### config.mk
export PLATFORM = sky130hd
export DESIGN_NAME = mmio_block_cipher_accel_flat
export DESIGN_NICKNAME = d
export VERILOG_FILES = /design/src/rtl/mmio_block_cipher_accel_pkg.sv /design/src/rtl/mmio_block_cipher_accel_if.sv /design/src/rtl/mmio_block_cipher_accel_cipher_lane_chain.sv /design/src/rtl/mmio_block_cipher_accel.sv /design/src/flat_wrapper.sv
export SDC_FILE = /design/constraint.sdc
export NUM_CORES = 1
export LEC_CHECK = 0
export BUFFER_PORTS_ARGS = -buffer_cell sky130_fd_sc_hd__buf_2
export CAP_MARGIN = 0
export CORE_UTILIZATION = 60
export CTS_CLUSTER_SIZE = 25
export DETAILED_ROUTE_END_ITERATION = 12
export GPL_ROUTABILITY_DRIVEN = 0
export PLACE_DENSITY_LB_ADDON = 0.2
export SYNTH_ARGS = -nofsm -noshare
export SYNTH_HDL_FRONTEND = slang
export SYNTH_SLANG_ARGS = --single-unit
### constraint.sdc
create_clock -name clk -period 17.5 [get_ports clk]
set_clock_uncertainty 0.05 [all_clocks]
set_input_delay 1.75 -clock clk [delete_from_list [all_inputs] [get_ports clk]]
set_output_delay 1.75 -clock clk [all_outputs]
set_load 0.02 [all_outputs]
### src/rtl/mmio_block_cipher_accel_pkg.sv
`default_nettype none
// ============================================================================
// Module      : mmio_block_cipher_accel_pkg
// Description : Shared word map, CTRL/STATUS bit positions and engine states
//               for the MMIO block-cipher accelerator.
// Revision    : 1.0 - initial release
// ============================================================================
package mmio_block_cipher_accel_pkg;

    localparam int c_CTRL_IDX   = 0;
    localparam int c_STATUS_IDX = 1;
    localparam int c_COUNT_IDX  = 2;
    localparam int c_RSVD_IDX   = 3;
    localparam int c_KEY_BASE   = 4;

    localparam int c_CTRL_GO_BIT     = 0;
    localparam int c_CTRL_CLR_BIT    = 1;
    localparam int c_CTRL_IRQ_EN_BIT = 2;

    localparam int c_STATUS_BUSY_BIT   = 1;
    localparam int c_STATUS_IRQ_EN_BIT = 2;
    localparam int c_STATUS_DONE_BIT   = 31;

    typedef enum logic [1:0] {
        ST_IDLE = 2'd0,
        ST_RUN  = 2'd1,
        ST_DONE = 2'd2
    } cipher_state_t;

    function automatic int pt_base(input int nw);
        return c_KEY_BASE + nw;
    endfunction

    function automatic int ct_base(input int nw);
        return c_KEY_BASE + 2 * nw;
    endfunction

endpackage
`default_nettype wire

### src/rtl/mmio_block_cipher_accel_if.sv
`default_nettype none
// ============================================================================
// Module      : mmio_block_cipher_accel_if
// Description : Data-bus slave port of the accelerator (address, strobes,
//               write data and combinational read data).
// Revision    : 1.0 - initial release
// ============================================================================
interface mmio_block_cipher_accel_if;
    logic [31:0] addr;
    logic        wr_en;
    logic        accel_select;
    logic [31:0] data_in;
    logic [31:0] data_out;

    modport master (
        output addr,
        output wr_en,
        output accel_select,
        output data_in,
        input  data_out
    );

    modport slave (
        input  addr,
        input  wr_en,
        input  accel_select,
        input  data_in,
        output data_out
    );
endinterface
`default_nettype wire

### src/rtl/mmio_block_cipher_accel_cipher_lane_chain.sv
`default_nettype none
// ============================================================================
// Module      : cipher_lane_chain (+ cipher_mul8)
// Description : LANES-wide combinational byte chain: ct[l] = lo8(k*p) ^ ct[l-1],
//               fed by a registered carry byte from the previous cycle.
// Revision    : 1.0 - initial release
// ============================================================================
module cipher_mul8 (
    input  wire logic [7:0] i_a,
    input  wire logic [7:0] i_b,
    output logic      [7:0] o_p
);
    // 8-bit context keeps only the low byte of the product
    assign o_p = i_a * i_b;
endmodule

module cipher_lane_chain
    import mmio_block_cipher_accel_pkg::*;
#(
    parameter int LANES = 1
) (
    input  wire logic [8*LANES-1:0] i_key,
    input  wire logic [8*LANES-1:0] i_pt,
    input  wire logic [7:0]         i_carry,
    output logic      [8*LANES-1:0] o_ct,
    output logic      [7:0]         o_carry
);
    logic [7:0] w_prod  [LANES];
    logic [7:0] w_chain [LANES+1];

    assign w_chain[0] = i_carry;

    for (genvar l = 0; l < LANES; l++) begin : g_lane
        cipher_mul8 u_mul (
            .i_a (i_key[8*l +: 8]),
            .i_b (i_pt[8*l +: 8]),
            .o_p (w_prod[l])
        );
        assign w_chain[l+1]   = w_prod[l] ^ w_chain[l];
        assign o_ct[8*l +: 8] = w_chain[l+1];
    end

    assign o_carry = w_chain[LANES];
endmodule
`default_nettype wire

### src/rtl/mmio_block_cipher_accel.sv
`default_nettype none
// ============================================================================
// Module      : mmio_block_cipher_accel
// Description : Memory-mapped chained byte-multiply cipher engine with
//               KEY/PT/CT register blocks. Optional irq via ACCEL_IRQ_EN.
// Revision    : 1.0 - initial release
// ============================================================================
module mmio_block_cipher_accel
    import mmio_block_cipher_accel_pkg::*;
#(
    parameter int NW    = 4,
    parameter int LANES = 1,
    parameter int IDX_W = 5
) (
    input  wire logic                   clk,
    input  wire logic                   rst,
    mmio_block_cipher_accel_if.slave    bus,
    output logic [15:0]                 ctr
`ifdef ACCEL_IRQ_EN
    ,
    output logic                        irq
`endif
);
    localparam int c_NB     = 4 * NW;
    localparam int c_PTR_W  = $clog2(c_NB);
    localparam int c_BIT_W  = c_PTR_W + 3;
    localparam int c_KEY_LO = c_KEY_BASE;
    localparam int c_PT_LO  = pt_base(NW);
    localparam int c_CT_LO  = ct_base(NW);

    localparam logic [c_PTR_W-1:0] c_LAST_PTR  = c_PTR_W'(c_NB - LANES);
    localparam logic [c_PTR_W-1:0] c_PTR_STEP  = c_PTR_W'(LANES);

    cipher_state_t r_state;
    cipher_state_t w_state_nxt;

    logic [32*NW-1:0]   r_key;
    logic [32*NW-1:0]   r_pt;
    logic [32*NW-1:0]   r_ct;
    logic [c_PTR_W-1:0] r_ptr;
    logic [15:0]        r_cnt;
    logic [7:0]         r_carry;

    logic [31:0]        w_idx;
    logic               w_wr;
    logic               w_wr_ok;
    logic               w_ctrl_wr;
    logic               w_go;
    logic               w_clr;
    logic               w_last;
    logic               w_busy;
    logic               w_done;
    logic [c_BIT_W-1:0] w_bit_base;
    logic [8*LANES-1:0] w_lane_ct;
    logic [7:0]         w_lane_carry;
    logic [31:0]        w_status;
    logic [31:0]        w_rdata;
    logic               w_unused;

    assign w_idx     = 32'(bus.addr[IDX_W+1:2]);
    assign w_wr      = bus.wr_en & bus.accel_select;
    // Register writes (including CTRL) are locked out while the engine runs
    assign w_wr_ok   = w_wr & (r_state != ST_RUN);
    assign w_ctrl_wr = w_wr_ok & (w_idx == c_CTRL_IDX);
    assign w_go      = w_ctrl_wr & bus.data_in[c_CTRL_GO_BIT];
    assign w_clr     = w_ctrl_wr & bus.data_in[c_CTRL_CLR_BIT] & ~bus.data_in[c_CTRL_GO_BIT];
    assign w_last    = (r_state == ST_RUN) && (r_ptr == c_LAST_PTR);
    assign w_bit_base = {r_ptr, 3'b000};
    assign w_unused  = ^{bus.addr[31:IDX_W+2], bus.addr[1:0]};

    cipher_lane_chain #(
        .LANES (LANES)
    ) u_chain (
        .i_key   (r_key[w_bit_base +: 8*LANES]),
        .i_pt    (r_pt[w_bit_base +: 8*LANES]),
        .i_carry (r_carry),
        .o_ct    (w_lane_ct),
        .o_carry (w_lane_carry)
    );

    always_ff @(posedge clk or posedge rst) begin
        if (rst) begin
            r_state <= ST_IDLE;
        end else begin
            r_state <= w_state_nxt;
        end
    end

    always_comb begin
        w_state_nxt = r_state;
        case (r_state)
            ST_IDLE: begin
                if (w_go) begin
                    w_state_nxt = ST_RUN;
                end
            end
            ST_RUN: begin
                if (w_last) begin
                    w_state_nxt = ST_DONE;
                end
            end
            ST_DONE: begin
                if (w_go) begin
                    w_state_nxt = ST_RUN;
                end else if (w_clr) begin
                    w_state_nxt = ST_IDLE;
                end
            end
            default: w_state_nxt = ST_IDLE;
        endcase
    end

    always_comb begin
        w_busy = 1'b0;
        w_done = 1'b0;
        case (r_state)
            ST_RUN:  w_busy = 1'b1;
            ST_DONE: w_done = 1'b1;
            default: ;
        endcase
    end

    always_ff @(posedge clk or posedge rst) begin
        if (rst) begin
            r_key   <= '0;
            r_pt    <= '0;
            r_ct    <= '0;
            r_ptr   <= '0;
            r_cnt   <= '0;
            r_carry <= '0;
        end else begin
            if (w_wr_ok) begin
                for (int j = 0; j < NW; j++) begin
                    if (w_idx == c_KEY_LO + j) begin
                        r_key[32*j +: 32] <= bus.data_in;
                    end
                    if (w_idx == c_PT_LO + j) begin
                        r_pt[32*j +: 32] <= bus.data_in;
                    end
                end
            end
            if (w_go) begin
                r_ptr   <= '0;
                r_cnt   <= '0;
                r_carry <= '0;
            end else if (w_clr) begin
                r_ct    <= '0;
                r_ptr   <= '0;
                r_cnt   <= '0;
                r_carry <= '0;
            end else if (r_state == ST_RUN) begin
                r_ct[w_bit_base +: 8*LANES] <= w_lane_ct;
                r_carry <= w_lane_carry;
                r_cnt   <= r_cnt + 16'd1;
                if (!w_last) begin
                    r_ptr <= r_ptr + c_PTR_STEP;
                end
            end
        end
    end

`ifdef ACCEL_IRQ_EN
    logic r_irq_en;
    logic r_irq;
    logic w_status_rd;

    assign w_status_rd = bus.accel_select & ~bus.wr_en & (w_idx == c_STATUS_IDX);

    always_ff @(posedge clk or posedge rst) begin
        if (rst) begin
            r_irq_en <= 1'b0;
            r_irq    <= 1'b0;
        end else begin
            if (w_ctrl_wr) begin
                r_irq_en <= bus.data_in[c_CTRL_IRQ_EN_BIT];
            end
            if (w_last && r_irq_en) begin
                r_irq <= 1'b1;
            end else if (w_status_rd || w_go || w_clr) begin
                r_irq <= 1'b0;
            end
        end
    end

    assign irq = r_irq;
`endif

    always_comb begin
        w_status                      = '0;
        w_status[c_STATUS_DONE_BIT]   = w_done;
        w_status[c_STATUS_BUSY_BIT]   = w_busy;
`ifdef ACCEL_IRQ_EN
        w_status[c_STATUS_IRQ_EN_BIT] = r_irq_en;
`endif
    end

    always_comb begin
        w_rdata = '0;
        if (w_idx == c_STATUS_IDX) begin
            w_rdata = w_status;
        end else if (w_idx == c_COUNT_IDX) begin
            w_rdata = {16'h0000, r_cnt};
        end
        for (int j = 0; j < NW; j++) begin
            if (w_idx == c_KEY_LO + j) begin
                w_rdata = r_key[32*j +: 32];
            end
            if (w_idx == c_PT_LO + j) begin
                w_rdata = r_pt[32*j +: 32];
            end
            if (w_idx == c_CT_LO + j) begin
                w_rdata = r_ct[32*j +: 32];
            end
        end
    end

    assign bus.data_out = w_rdata;
    assign ctr          = r_cnt;

endmodule
`default_nettype wire
### src/flat_wrapper.sv
// flat-port wrapper written by rule: the top's interface ports become plain ports
module mmio_block_cipher_accel_flat import mmio_block_cipher_accel_pkg::*;
#(
    parameter int NW    = 4,
    parameter int LANES = 1,
    parameter int IDX_W = 5
)
  (clk, rst, ctr, bus_addr, bus_wr_en, bus_accel_select, bus_data_in, bus_data_out);
  mmio_block_cipher_accel_if bus_i ();
  input  wire logic clk;
  input  wire logic rst;
  output logic [15:0] ctr;
  input wire logic [$bits(bus_i.addr)-1:0] bus_addr;
  input wire logic [$bits(bus_i.wr_en)-1:0] bus_wr_en;
  input wire logic [$bits(bus_i.accel_select)-1:0] bus_accel_select;
  input wire logic [$bits(bus_i.data_in)-1:0] bus_data_in;
  output wire logic [$bits(bus_i.data_out)-1:0] bus_data_out;
  assign bus_i.addr = bus_addr;
  assign bus_i.wr_en = bus_wr_en;
  assign bus_i.accel_select = bus_accel_select;
  assign bus_i.data_in = bus_data_in;
  assign bus_data_out = bus_i.data_out;
  mmio_block_cipher_accel #(.NW(NW), .LANES(LANES), .IDX_W(IDX_W)) u_core (.clk(clk), .rst(rst), .bus(bus_i), .ctr(ctr));
endmodule
==> metrics.yaml <==
async_flop_share_pct: 100
cts_buffer_depth: 3
synth-compound-area-share_pct: 14.7
finalNonFillerCells: 2480
cts_resized: 0
hold_buffers: 0
ys_dominant_reg_cell: "dfrtp_1"
fp.dieW_um: 193
regArea_um2: 10400
drt-total-wl_mm: 80.0
post-route-period-util_pct: 42.7
cts.sinks: 414
r2r_setup_slack_ps: 10030
fp-row-count: 69
cp.required_ps: 17950
dp.cells: 2398
dieHeight_um: 193
insertion_delay_ps: 600
cellPowerDensity_nw_per_um2: 122
reg2reg_depth: 18
port-buffer-count: 88
grt_pass1_wl_mm: 116
cts_tree: "built"
clkTransAtPathRegs_ps: 70
drt_first_iter_violations: 2961
viasPerCell: 7.42
drive_gt1_share_pct: 28.7
cp_max_fo: 49
synth-xor-area-share_pct: 1.32
fin_crit_ps: 7470
crit_path_start_kind: "flip-flop"
fin_ws_ps: 10030
ys_warn_count: 0
dieArea_um2: 37100
synth-edff-count: 0
leakagePower_nw: 11.2
ys_types: 65
grt_setup_unrepaired: "false"
h-tree-depth: 2
tightest_slew_ps: 1510
fmax_ghz: 0.134
nNetsFinal: 2086
numCtsBuffers: 44
synth_area_um2: 21800
syn_inst: 1923
n_fill_cell: 2618
final_antenna_net_count: 0
setup_viol: 0
layout-area-overhead-vs-synth_pct: 11.0
io_pins: 116
hp-start: "u_core.r_ct[109]"
critical_path_class: "flip-flop to flip-flop"
syn_nets: 2025
slew_viol_final: 9
max_cap_viol_count: 1
hold_class: "flip-flop to flip-flop"
synth_top_family_by_area: "multiplexers"
reg2reg_from: "u_core.r_ptr[0]"
placed_area_um2: 22700
num_vias: 18400
violations: "DRC, capacitance limit, slew limit"
clockRootBuffer: "clkbuf_16"
worst_slew_margin_rel_pct: -1.65
coreArea_um2: 35700
ys_ff_latch: 414
grt_usage_pct: 44.2
multi_input_area_um2: 10900
postCtsSetupRepairBufs: 0
initial_core_util_pct: 61.2
gr-total-overflow: 0
pre_cts_slack_ps: 10230
crit_path_end_kind: "flip-flop"
hold_depth: 2
syn_avg_cell_area_um2: 11.4
yosys.area_share.simple_pct: 8.75
seq_area_frac_synth_pct: 47.5
drc_errors: 12
synthAdderAreaFrac_pct: 2.36
wl_per_cell_um: 32.3
stdcell_area_um2: 24200
hpwl_mm: 52.8
firstDrtPassIters: 11
timing.setup.tns_ps: 0
status: "complete, but fails checks"
min_to: "u_core.r_ct[109]"
grt_max_degree: 121
crit_arrival_ps: 7920
grt_pass1_vias: 17600
synth_mux_area_share_pct: 22.1
r2r-end: "u_core.r_ct[7]"
grt_antenna_before_repair: 4
hold_viol: 0
vdd_drop_max_mv: 0.0849
registers in the layout, summed over array words and instances, names as in the netlist:
name / cells
u_core.r_ct: 128
u_core.r_key: 128
u_core.ctr: 16
u_core.r_ptr: 4
u_core.r_pt: 128
u_core.r_carry: 8
u_core.r_state: 2
per-layer routing:
metal / up-vias / GRT usage, % / wire length [µm]
met5: - / 0.549 / 56
met4: 4 / 28.7 / 6180
met3: 403 / 19.6 / 12200
met2: 1552 / 60.7 / 33000
met1: 9170 / 56.2 / 28600
li1: 7275 / - / -
layout by cell type, fill, tap and decap left out, types with 17 or more instances in the layout:
master     synthesis  layout
dfrtp_1          414     412
mux2_2           288     288
nand2_1          202     201
o21ai_0          192     190
a22oi_1           91      91
buf_2              7      88
nor2_1            88      72
buf_4              4      48
clkbuf_16          0      45
mux2i_1           41      41
a21oi_1           41      41
mux4_2            34      34
and2_1            33      33
a221oi_1          31      31
nand3_1           30      30
inv_1             29      28
a22o_1            28      28
ha_1              22      22
xnor2_1           18      17
where the power goes:
group	switching, mW	internal (mW)
clock	0.396	0.568
combinational	0.498	0.296
sequential	0.132	1.07
metrics by stage:
step	util, %	hold slack (ps)	power [mW]
final	68.0	431	2.96
after CTS	67.9	433	2.92
after floorplan	-	394	1.70
after global routing	67.9	455	3.05
after global placement	63.8	409	1.95
after detailed placement	63.8	420	1.97
final cells by class:
type,instances,area share [%]
Multi-Input combinational cell,1357,44.9
Inverter,30,0.496
Timing Repair Buffer,137,3.35
Tap cell,461,2.38
Sequential cell,414,42.8
Antenna cell,3,0.0310
Clock buffer,72,5.73
Clock inverter,6,0.341
critical path, stage by stage, from the launching register on:
cell and delay, ps:
dfrtp_4 980, buf_4 840, mux4_1 640, mux2i_1 540
o21ai_0 450, and2_1 280, fa_1 390, fa_1 450
ha_1 290, inv_1 50, fa_1 480, inv_1 40
ha_1 310, a21o_1 200, a21oi_1 180, xnor2_1 180
xnor2_1 170, xnor3_2 460, a32o_2 330
logic make-up (layout without fill, tap and decap cells):
family | after synthesis | count (layout)
AO/OA/AOI/OAI | 492 | 492
XOR/XNOR | 28 | 28
adder cells (fa/ha/maj) | 34 | 34
buffers and inverters | 152 | 245
flip-flops | 414 | 414
multiplexers | 378 | 378
other | 0 | 3
AND/OR/NAND/NOR | 425 | 425
worst max-delay path by stage:
| stage | from | to | depth (start not counted) |
|---|---|---|---|
| after floorplan | rst | u_core.ctr[0] | 1 |
| after global placement | u_core.r_ptr[0] | u_core.r_ct[7] | 18 |
| after detailed placement | u_core.r_ptr[0] | u_core.r_ct[7] | 18 |
| after CTS | u_core.r_ptr[0] | u_core.r_ct[7] | 18 |
| after global routing | u_core.r_ptr[0] | u_core.r_ct[71] | 18 |
| final | u_core.r_ptr[0] | u_core.r_ct[7] | 18 |
cell usage after synthesis, drive strengths merged, types with 20 or more instances:
library cell	instances	area share, %
dfrtp	414	47
mux2	288	15
o21ai	208	4.8
nand2	205	3.6
clkbuf	95	1.7
a22oi	91	3.1
nor2	88	1.5
mux4	49	5.3
a21oi	41	0.94
and2	41	1.2
mux2i	41	1.9
a221oi	31	1.2
nand3	30	0.69
inv	29	0.50
a22o	28	1.1
buf	27	1.2
ha	22	1.3
a31oi	21	0.60
xnor2	20	0.87
Power figures use the tool's default switching activity.
